## src/rtl/serializer_pkg.sv

```systemverilog
// Shared types and helpers for the parallel-in/serial-out bit serializer.
package serializer_pkg;

   typedef enum logic {
      IDLE  = 1'b0,
      SHIFT = 1'b1
   } ser_state_t;

   // Counter width that stays legal (>= 1 bit) even for single-bit words.
   function automatic int clog2_min1(input int w);
      return (w > 1) ? $clog2(w) : 1;
   endfunction

endpackage

```

## src/rtl/piso_shift_reg.sv

```systemverilog
// Holds the not-yet-sent bits of the current word; q_bit is the next bit to go out.
module piso_shift_reg #(
   parameter int WIDTH     = 8,
   parameter bit MSB_FIRST = 1'b1
) (
   input  logic             clk,
   input  logic             reset,
   input  logic             load,
   input  logic             shift,
   input  logic [WIDTH-1:0] d,
   output logic             q_bit
);

   logic [WIDTH-1:0] sr_q;
   logic [WIDTH-1:0] sr_d;

   // The first bit of a loaded word goes straight to the output register, so
   // the stored copy is pre-advanced by one position on load.
   function automatic logic [WIDTH-1:0] advance(input logic [WIDTH-1:0] x);
      return MSB_FIRST ? (x << 1) : (x >> 1);
   endfunction

   always_comb begin
      sr_d = sr_q;
      if (load) begin
         sr_d = advance(d);
      end else if (shift) begin
         sr_d = advance(sr_q);
      end
   end

   always_ff @(posedge clk or posedge reset) begin
      if (reset) begin
         sr_q <= '0;
      end else begin
         sr_q <= sr_d;
      end
   end

   assign q_bit = MSB_FIRST ? sr_q[WIDTH-1] : sr_q[0];

endmodule

```

## src/rtl/piso_bit_serializer.sv

```systemverilog
// Word-in, bit-out serializer with valid/ready input and gapless word chaining.
// Handshake: a word transfers on a rising edge where in_valid & in_ready; in_valid may drop freely.
module piso_bit_serializer
   import serializer_pkg::*;
#(
   parameter int WIDTH     = 8,
   parameter bit MSB_FIRST = 1'b1,
   parameter bit IDLE_BIT  = 1'b0
) (
   input  logic             clk,
   input  logic             reset,
   input  logic [WIDTH-1:0] in_data,
   input  logic             in_valid,
   output logic             in_ready,
   output logic             bit_out,
   output logic             bit_valid,
   output logic             busy
);

   localparam int              CNT_W    = clog2_min1(WIDTH);
   localparam logic [CNT_W-1:0] CNT_LAST = CNT_W'(WIDTH - 1);

   ser_state_t       state_q, state_d;
   logic [CNT_W-1:0] cnt_q, cnt_d;
   logic             bit_q, bit_d;
   logic             valid_q, valid_d;
   logic             load;
   logic             shift;
   logic             first_bit;
   logic             sr_bit;

   // Ready on the last bit too, so the next word chains with no bubble.
   assign in_ready  = !reset && ((state_q == IDLE) || ((state_q == SHIFT) && (cnt_q == '0)));
   assign load      = in_valid && in_ready;
   assign first_bit = MSB_FIRST ? in_data[WIDTH-1] : in_data[0];

   always_comb begin
      state_d = state_q;
      cnt_d   = cnt_q;
      bit_d   = bit_q;
      valid_d = valid_q;
      shift   = 1'b0;
      if (load) begin
         state_d = SHIFT;
         cnt_d   = CNT_LAST;
         bit_d   = first_bit;
         valid_d = 1'b1;
      end else if ((state_q == SHIFT) && (cnt_q != '0)) begin
         cnt_d   = cnt_q - CNT_W'(1);
         bit_d   = sr_bit;
         valid_d = 1'b1;
         shift   = 1'b1;
      end else begin
         state_d = IDLE;
         cnt_d   = '0;
         bit_d   = IDLE_BIT;
         valid_d = 1'b0;
      end
   end

   always_ff @(posedge clk or posedge reset) begin
      if (reset) begin
         state_q <= IDLE;
         cnt_q   <= '0;
         bit_q   <= IDLE_BIT;
         valid_q <= 1'b0;
      end else begin
         state_q <= state_d;
         cnt_q   <= cnt_d;
         bit_q   <= bit_d;
         valid_q <= valid_d;
      end
   end

   piso_shift_reg #(
      .WIDTH     (WIDTH),
      .MSB_FIRST (MSB_FIRST)
   ) u_shift_reg (
      .clk   (clk),
      .reset (reset),
      .load  (load),
      .shift (shift),
      .d     (in_data),
      .q_bit (sr_bit)
   );

   assign bit_out   = bit_q;
   assign bit_valid = valid_q;
   assign busy      = (state_q == SHIFT);

endmodule

```

## config.mk

```make
export PLATFORM = sky130hd
export DESIGN_NAME = piso_bit_serializer
export DESIGN_NICKNAME = d
export VERILOG_FILES = /design/src/rtl/serializer_pkg.sv /design/src/rtl/piso_shift_reg.sv /design/src/rtl/piso_bit_serializer.sv
export SDC_FILE = /design/constraint.sdc
export NUM_CORES = 1
export LEC_CHECK = 0
export BUFFER_PORTS_ARGS = -buffer_cell sky130_fd_sc_hd__buf_2
export CAP_MARGIN = 0
export CORE_MARGIN = 2
export CORE_UTILIZATION = 50
export DETAILED_ROUTE_END_ITERATION = 8
export GPL_ROUTABILITY_DRIVEN = 0
export HOLD_SLACK_MARGIN = 0.06
export PLACE_DENSITY_LB_ADDON = 0.25
export SLEW_MARGIN = 20
export SYNTH_ARGS = -nofsm -noshare
export SYNTH_HDL_FRONTEND = slang
export SYNTH_SLANG_ARGS = --single-unit
```

## constraint.sdc

```tcl
create_clock -name clk -period 1.6 [get_ports clk]
set_input_delay 0.32 -clock clk [delete_from_list [all_inputs] [get_ports clk]]
set_output_delay 0.32 -clock clk [all_outputs]
set_load 0.05 [all_outputs]
```

Word-level counts from Yosys, hierarchy flattened
Cells that the tools add are included.
- $add $sub $neg: 1
- equality and inequality tests: 1
- multiplexer cells: 11
- bitwise gates (word level): 1
- reduce and logical (&&, ||, !) cells: 9
- operators by type and width (operator ; number):
    $mux 8 ; 2
    $mux 1 ; 7
    $mux 3 ; 2
    $logic_and 1x1->1 ; 4
    $logic_not 3->1 ; 1
    $reduce_bool 3->1 ; 1
    $sub 3x1->3 const B ; 1
    $ne 2x2->1 const B ; 1
    $reduce_bool 2->1 ; 1
    $logic_not 1->1 ; 1
    $logic_or 1x1->1 ; 1
    $not 1->1 ; 1
- bits in registers: 14
- input bits: 11
- word-level logic and storage cells: 28

Depth between registers and ports, before layout
Gate-level depths: netlist (run 1).
- depth in word-level cells: 8
- gate-level depth with buffers: 6
- gate-level depth less buffers: 5

Modules after synthesis
A second synthesis (run 1) with hierarchy kept.
- cells, all modules: 57
- area total of the unflattened synthesis: 616.8 µm²
- modules (own cells, without submodules) (module ; instances ; cells an instance ; area each (µm²) ; seq. area each (µm²)):
    piso_shift_reg ; 1 ; 31 ; 325.3 ; 175.2
    piso_bit_serializer ; 1 ; 26 ; 291.5 ; 150.1

Worst setup path before layout (run 1)
Ideal clock, no wire load.
- path kind: register to output
- start point: register cnt_q[0]
- end point: output port in_ready
- arrival: 1463 ps
- required time: 1280 ps
- setup slack: -183 ps
- stages on the path, launching flop included: 7
- cell sequence: dfrtp_1 > inv_1 > ha_1 > inv_1 > o21ai_2 > buf_4 > and2_1
- word-level cells in the longest chain between the ends: 4
- ends and longest elaborated chain (item ; line ; text):
    from (decl) ; piso_bit_serializer.sv:24 ; logic [CNT_W-1:0] cnt_q, cnt_d;
    from (signal assigned) ; piso_bit_serializer.sv:69 ; cnt_q <= cnt_d;
    $logic_not 3->1 ; piso_bit_serializer.sv:33 ; assign in_ready = !reset && ((state_q == IDLE) || ((state_q == SHIFT) && (cnt_q == '0)));
    $logic_and 1x1->1 ; piso_bit_serializer.sv:33 ;
    $logic_or 1x1->1 ; piso_bit_serializer.sv:33 ;
    $logic_and 1x1->1 ; piso_bit_serializer.sv:33 ;
    to (decl) ; piso_bit_serializer.sv:14 ; output logic in_ready,
Every way passes these cells.

Worst setup path in the final report (run 1)
Same ends and word-level chain as after synthesis.

==> results.sh, run 1 <==
export IMPL_insertion_delay_ns=0.27
export IMPL_synth_cell_types=15
export IMPL_die_area_mm2=0.00165
export IMPL_vias_per_cell=4.73
export IMPL_cts_tree="yes"
export IMPL_endpoint_kind="output pin"
export IMPL_grt_pass1_vias=374
export IMPL_die_x_um=40.6
export IMPL_multi_input_area_um2=312
export IMPL_finalWirelength_mm=1.02
export IMPL_postRouteAntennaNets=0
export IMPL_die_h_um=40.6
export IMPL_stdcell_count=83
export IMPL_grt_max_degree=14
export IMPL_min_period_over_period_pct=101
export IMPL_placed_cells=79
export IMPL_drv_slew=0
export IMPL_max_freq_mhz=616
export IMPL_reg2regPathDepth=6
export IMPL_worst_pin_slew_ns=0.248
export IMPL_antenna_found_initial=0
export IMPL_cpLargestDelayFamily="flip-flops"
export IMPL_clockRootBuffer="clkbuf_4"
export IMPL_cts_htree_levels=1
export IMPL_cpMostUsedCell="inv_2"
export IMPL_outcome="finished with violations"
export IMPL_slowest_stage="dfrtp_1"
export IMPL_irDropWorstVdd_v=0.000986
export IMPL_syn_inst=50
export IMPL_vias=393
export IMPL_synth_top_area_share_pct=48.5
export IMPL_required_ns=1.28
export IMPL_cts_num_sinks=13
export IMPL_r2r_start="cnt_q[0]"
export IMPL_cp_max_fo=2
export IMPL_cts_made_buffers=3
export IMPL_ys_seq_area_share_pct=48.5
export IMPL_yosysTopAreaCell="dfrtp_1"
export IMPL_grt_util_all_layers_pct=17.3
export IMPL_r2r_end="u_shift_reg.sr_q[4]"
export IMPL_arrival_ns=1.30
export IMPL_violations="setup timing"
export IMPL_hold_class="in -> async"
export IMPL_path_buf_inv=3
export IMPL_area_sequential_um2=325
export IMPL_path_clk_slew_ns=0.08
export IMPL_initial_core_util_pct=52.9
export IMPL_portBuffers=14
export IMPL_final_area_um2=803
export IMPL_dp_hpwl_um=712
export IMPL_post_drt_wl_per_cell_um=12.3
export IMPL_synth_area_per_cell_um2=13.4
export IMPL_synthXorXnorAreaFrac_pct=1.31
export IMPL_grt_pass1_wl_mm=1.73
export IMPL_rows=13
export IMPL_place_ws_ns=0.122
export IMPL_hold_viol=0
export IMPL_powerDensity_mw_per_mm2=1990
export IMPL_core_area_mm2=0.00127
export IMPL_cp_slowest_stage_delay_ns=0.40
export IMPL_rrSetupSlack_ns=0.16
export IMPL_drive_above_1_share_pct=57.4
export IMPL_synth_area_um2=671
export IMPL_synthAdderAreaFrac_pct=3.73
export IMPL_setup_viol=1
export IMPL_drt_initial_drc_count=0
export IMPL_placed_area_um2=754
export IMPL_fillers=107
export IMPL_fin_crit_ns=1.62
export IMPL_clock_skew_ns=0.00409
export IMPL_synthTopCellsByArea="dfrtp_1 (49%), mux2_4 (16%), mux2_2 (8.4%)"
export IMPL_worstSetupPathType="reg -> out"
export IMPL_setup_slack_ns=-0.0231
export IMPL_insertedDiodeCount=0
export IMPL_synthSimpleGateAreaFrac_pct=6.72
export IMPL_syn_nets=63
export IMPL_syn2layout_area_growth_pct=19.8
export IMPL_clock_tree_buffer_depth=2
export IMPL_slew_headroom_pct=83.6
export IMPL_yosysWarnings=0
export IMPL_cp_num_cells=6
export IMPL_drv_cap=0
export IMPL_crit_chain="inv_2 -> ha_4 -> inv_2 -> o21ai_2 -> and2_4 -> buf_8"
export IMPL_post_route_drc_count=0
export IMPL_synth_top_family_by_area="multiplexers"
export IMPL_muxShareOfSynthArea_pct=30.0
export IMPL_critPathLaunch="cnt_q[0]"
export IMPL_synth_compound_area_share_pct=2.43
export IMPL_nets=82
export IMPL_cp_start_kind="flip-flop"
export IMPL_p_leak_nw=0.422
export IMPL_drt_pass1_iterations=1
export IMPL_grt_remaining_overflow=0
export IMPL_ioPinCount=15
export IMPL_ys_ff_latch=13
export IMPL_rsz0062_at_grt="yes"
[worst max-delay path by stage]
stage | to | slack (ns)
3_5_place_dp | u_shift_reg.sr_q[7] | 0.12
6_report | in_ready | -0.02
4_1_cts | in_ready | -0.04
5_1_grt | in_ready | -0.10
2_1_floorplan | in_ready | 0.01
3_3_place_gp | u_shift_reg.sr_q[6] | 0.15
[registers in the layout (all words and copies together), names as in the netlist]
name / count
cnt_q: 3
busy: 1
u_shift_reg.sr_q: 7
bit_out: 1
bit_valid: 1
[layout make-up]
cell class | count | area share, %
clock buffers | 4 | 3.27
repair buffers | 17 | 12.8
flip-flops and latches | 13 | 40.5
well taps | 15 | 2.34
multi-input cells | 29 | 38.8
inverters | 5 | 2.34
[through the flow]
stage                     hold WS [ns]  total power (W)  utilization [%]  setup TNS, ns
final                           0.0935          0.00160             63.3        -0.0231
after global routing            0.0946          0.00173             63.3         -0.105
after CTS                       0.0973          0.00164             63.9        -0.0378
after detailed placement         0.396          0.00135             59.5              0
after global placement           0.390          0.00134             59.5              0
after floorplan                  0.205          0.00122                -              0
[logic make-up after synthesis]
kind of cell	count (synthesis)
AND/OR/NAND/NOR	8
adder cells (fa/ha/maj)	2
buffers and inverters	8
AO/OA/AOI/OAI	2
multiplexers	16
flip-flops	13
XOR/XNOR	1
[worst reg2reg max path: stages (launching register included)]
cell     delay (ns)
dfrtp_1        0.40
inv_2          0.08
ha_4           0.12
inv_2          0.03
o21ai_2        0.12
buf_4          0.23
mux2_2         0.36
[metal layers]
layer,share of wire [%],vias up,global-route usage (%)
met5,0,-,0
met4,0,0,10.0
met3,4.1,0,8.15
met2,48,8,27.0
met1,48,187,19.2
li1,-,198,-
[timing repair]
action,in CTS,in global routing
resized for setup,8,0
cloned,0,0
buffers inserted,1,0
pin swaps,3,0
hold buffers,0,0
endpoints found under the setup margin,1,4
[layout by cell type (no fill, tap or decap)]
cell and n:
dfrtp_1 13, buf_2 13, mux2_4 7, nand2_1 5, mux2_2 5, mux2i_1 4, inv_2 3, clkbuf_4 3
buf_4 3, inv_1 2, o21ai_2 1, nand2b_4 1, nor2b_1 1, and2_4 1, xnor2_1 1, a21boi_0 1
ha_4 1, ha_1 1, clkbuf_1 1, buf_8 1
[report_power, final]
part | leakage, nW | switching, W | internal [W] | total, W
Combinational | 0.246 | 0.000418 | 0.000418 | 0.000836
Sequential | 0.160 | 0.0000782 | 0.000483 | 0.000561
Clock | 0.0150 | 0.000105 | 0.0000964 | 0.000202
[synth_stat cells]
cell,number
buf_4,1
dfrtp_1,13
a21boi_0,1
mux2_2,5
buf_6,2
ha_1,2
and2_1,1
nand2b_4,1
xnor2_1,1
mux2i_1,4
o21ai_2,1
mux2_4,7
nand2_1,5
inv_1,5
nor2b_1,1
No activity file was read; power rests on OpenSTA's default activity.
==> run 2: changes to the inputs <==
CORE_AREA = 2 2 39 41   (was default)
CORE_MARGIN = default   (was 2)
CORE_UTILIZATION = default   (was 50)
DIE_AREA = 0 0 41 43   (was default)
PLACE_DENSITY = 0.71   (was default)
PLACE_DENSITY_LB_ADDON = default   (was 0.25)
SYNTH_HIERARCHICAL = 1   (was default)
==> results.sh, run 2 <==
export IMPL_grt_pass1_wl_mm=1.90
export IMPL_synth_flop_cell="dfrtp_1"
export IMPL_rsz0062_at_grt="yes"
export IMPL_yosysMostFrequentCell="dfrtp_1"
export IMPL_syn_inst=57
export IMPL_setup_slack_ns=-0.0474
export IMPL_max_freq_mhz=607
export IMPL_slowest_stage="dfrtp_1"
export IMPL_final_cell_mix="dfrtp_1 (13), buf_2 (13), nand2_1 (10)"
export IMPL_dp_hpwl_um=831
export IMPL_outcome="finished with violations"
export IMPL_required_ns=1.28
export IMPL_top_register="u_shift_reg/sr_q"
export IMPL_drv_cap=0
export IMPL_die_x_um=41
export IMPL_synthTopCellsByArea="dfrtp_1 (53%), mux2i_1 (15%), nand2_1 (6.1%)"
export IMPL_grt_max_degree=14
export IMPL_ioPinCount=15
export IMPL_cp_max_fo=2
export IMPL_syn_nets=70
export IMPL_setup_viol=1
export IMPL_clock_power_share_pct=11.0
export IMPL_drt_initial_drc_count=4
export IMPL_ys_ff_latch=13
export IMPL_endpoint_kind="output pin"
export IMPL_switching_share_pct=42.1
export IMPL_drt_pass1_iterations=4
export IMPL_irDropWorstVdd_v=0.000862
export IMPL_grt_pass1_vias=461
export IMPL_post_route_drc_count=0
export IMPL_min_period_over_period_pct=103
export IMPL_insertedDiodeCount=0
export IMPL_switchingPower_w=0.000753
export IMPL_final_area_um2=838
export IMPL_portBuffers=14
export IMPL_vias=472
export IMPL_rows=14
export IMPL_drv_slew=0
export IMPL_top_regs="u_shift_reg/sr_q x7, cnt_q x3"
export IMPL_seqPwrFrac_pct=32.4
export IMPL_nets=97
export IMPL_worstSetupPathType="reg -> out"
export IMPL_slew_headroom_pct=81.7
export IMPL_yosysWarnings=6
export IMPL_syn2layout_area_growth_pct=35.9
export IMPL_cpMostUsedCell="inv_2"
export IMPL_powerDensity_mw_per_mm2=2140
export IMPL_crit_chain="inv_2 -> ha_4 -> inv_2 -> o21ai_4 -> inv_4 -> nor2_4 -> buf_8"
export IMPL_fillers=118
export IMPL_largest_reg_flops=7
export IMPL_die_h_um=43
export IMPL_post_drt_wl_per_cell_um=11.5
export IMPL_vias_per_cell=4.77
export IMPL_ys_seq_area_share_pct=52.7
export IMPL_arrival_ns=1.33
export IMPL_cts_made_buffers=3
export IMPL_postRouteAntennaNets=0
export IMPL_yosysTopAreaCell="dfrtp_1"
export IMPL_cts_tree="yes"
export IMPL_hold_class="in -> async"
export IMPL_synth_area_per_cell_um2=10.8
export IMPL_cts_htree_levels=1
export IMPL_cp_start_kind="flip-flop"
export IMPL_insertion_delay_ns=0.27
export IMPL_hold_viol=0
export IMPL_die_area_mm2=0.00176
export IMPL_core_area_mm2=0.00138
export IMPL_path_clk_slew_ns=0.08
export IMPL_grt_util_all_layers_pct=16.6
export IMPL_clockRootBuffer="clkbuf_4"
export IMPL_initial_core_util_pct=44.6
export IMPL_p_leak_nw=0.422
export IMPL_grt_remaining_overflow=0
export IMPL_synth_area_um2=617
export IMPL_comb_power_share_pct=56.7
export IMPL_violations="setup timing"
export IMPL_cpLargestDelayFamily="flip-flops"
export IMPL_yosys_top_cells_count="dfrtp_1 (13), nand2_1 (10), mux2i_1 (9)"
export IMPL_path_buf_inv=4
export IMPL_fin_crit_ns=1.65
export IMPL_worst_pin_slew_ns=0.274
export IMPL_clock_tree_buffer_depth=2
export IMPL_cts_num_sinks=13
export IMPL_clock_skew_ns=0.00843
export IMPL_synth_edf_count=0
export IMPL_final_core_util_pct=60.6
export IMPL_synth_top_area_share_pct=52.7
export IMPL_cp_slowest_stage_delay_ns=0.38
export IMPL_drive_above_1_share_pct=43.4
export IMPL_async_reset_ff_share_pct=100
export IMPL_finalWirelength_mm=1.14
export IMPL_antenna_found_initial=0
export IMPL_synth_cell_types=16
export IMPL_placed_area_um2=733
export IMPL_power_internal_w=0.00104
export IMPL_tns_ns=-0.0474
## run 2: changes by cell type in the layout (fill, tap and decap cells not counted), moves of 2 or more
cell,previous run,this run
mux2i_1,4,8
buf_4,3,7
buf_6,0,2
mux2_2,5,0
nand2_1,5,10
o21ai_1,0,6
mux2_4,7,0
## run 2: power by group through the flow
stage / registers (W) / logic (W) / clock network (W)
6_report: 0.000580 / 0.00102 / 0.000196
5_1_grt: 0.000602 / 0.00111 / 0.000220
4_1_cts: 0.000576 / 0.000959 / 0.000203
3_5_place_dp: 0.000577 / 0.000834 / 0
3_3_place_gp: 0.000569 / 0.000807 / 0
2_1_floorplan: 0.000695 / 0.000538 / 0
## run 2: repair_timing
item | in CTS | in global routing
hold buffers | 1 | 0
hold endpoints to repair | 7 | 0
resized for setup | 8 | 5
endpoints found under the setup margin | 1 | 8
pin swaps | 2 | 1
gates cloned | 0 | 0
setup buffers | 3 | 1
## run 2: final cells by class
class | instances | area (um2) | area share, %
Tap cell | 16 | 20.0 | 2.39
Timing Repair Buffer | 24 | 165 | 19.7
Clock buffer | 4 | 26.3 | 3.13
Sequential cell | 13 | 325 | 38.8
Inverter | 7 | 28.8 | 3.43
Multi-Input combinational cell | 35 | 273 | 32.5
## run 2: worst reg2reg max path, stage by stage, from the launching register on
cell and delay [ns]:
dfrtp_1 0.38, inv_2 0.08, ha_4 0.13, inv_2 0.04, o21ai_4 0.15, inv_4 0.06
buf_4 0.15, buf_6 0.14, mux2i_1 0.19, o21ai_1 0.08
## run 2: per-stage QoR
step | hold WS [ns] | total power (W) | worst slack, ns | cells
final | 0.0657 | 0.00179 | -0.0474 | 99
after global routing | 0.0692 | 0.00193 | -0.130 | 99
after CTS | 0.0637 | 0.00174 | -0.0811 | 98
after detailed placement | 0.302 | 0.00141 | 0.0654 | 90
after global placement | 0.304 | 0.00138 | 0.124 | 90
after floorplan | 0.119 | 0.00123 | 0.108 | 57
## run 2: path summary, 6_finish.rpt
| check | start | endpoint | slack [ns] | cells after the start |
|---|---|---|---|---|
| worst min register to register | cnt_q[0] | cnt_q[0] | 0.46 | 1 |
| worst min-delay path | reset | bit_valid | 0.07 | 3 |
| max in group asynchronous | reset | u_shift_reg/sr_q[6] | 0.81 | 3 |
| worst max register to register | cnt_q[1] | u_shift_reg/sr_q[7] | 0.11 | 9 |
| min in group clk | in_data[0] | u_shift_reg/sr_q[1] | 0.25 | 3 |
| worst max-delay path | cnt_q[1] | in_ready | -0.05 | 7 |
## run 2: cells by family after synthesis
kind of cell             count (synthesis)  share of synthesized area (%)
AO/OA/AOI/OAI                           10                           11.6
XOR/XNOR                                 1                           1.42
adder cells (fa/ha/maj)                  2                           4.06
buffers and inverters                    9                           7.30
flip-flops                              13                           52.7
multiplexers                             9                           14.6
AND/OR/NAND/NOR                         13                           8.32
## run 2: layer usage
layer | wire length, um | vias to the layer above | global-route usage (%)
met2 | 570 | 15 | 24.1
met5 | 0 | - | 0
met4 | 19 | 0 | 10.0
met1 | 499 | 216 | 20.9
li1 | - | 239 | -
met3 | 54 | 2 | 4.71
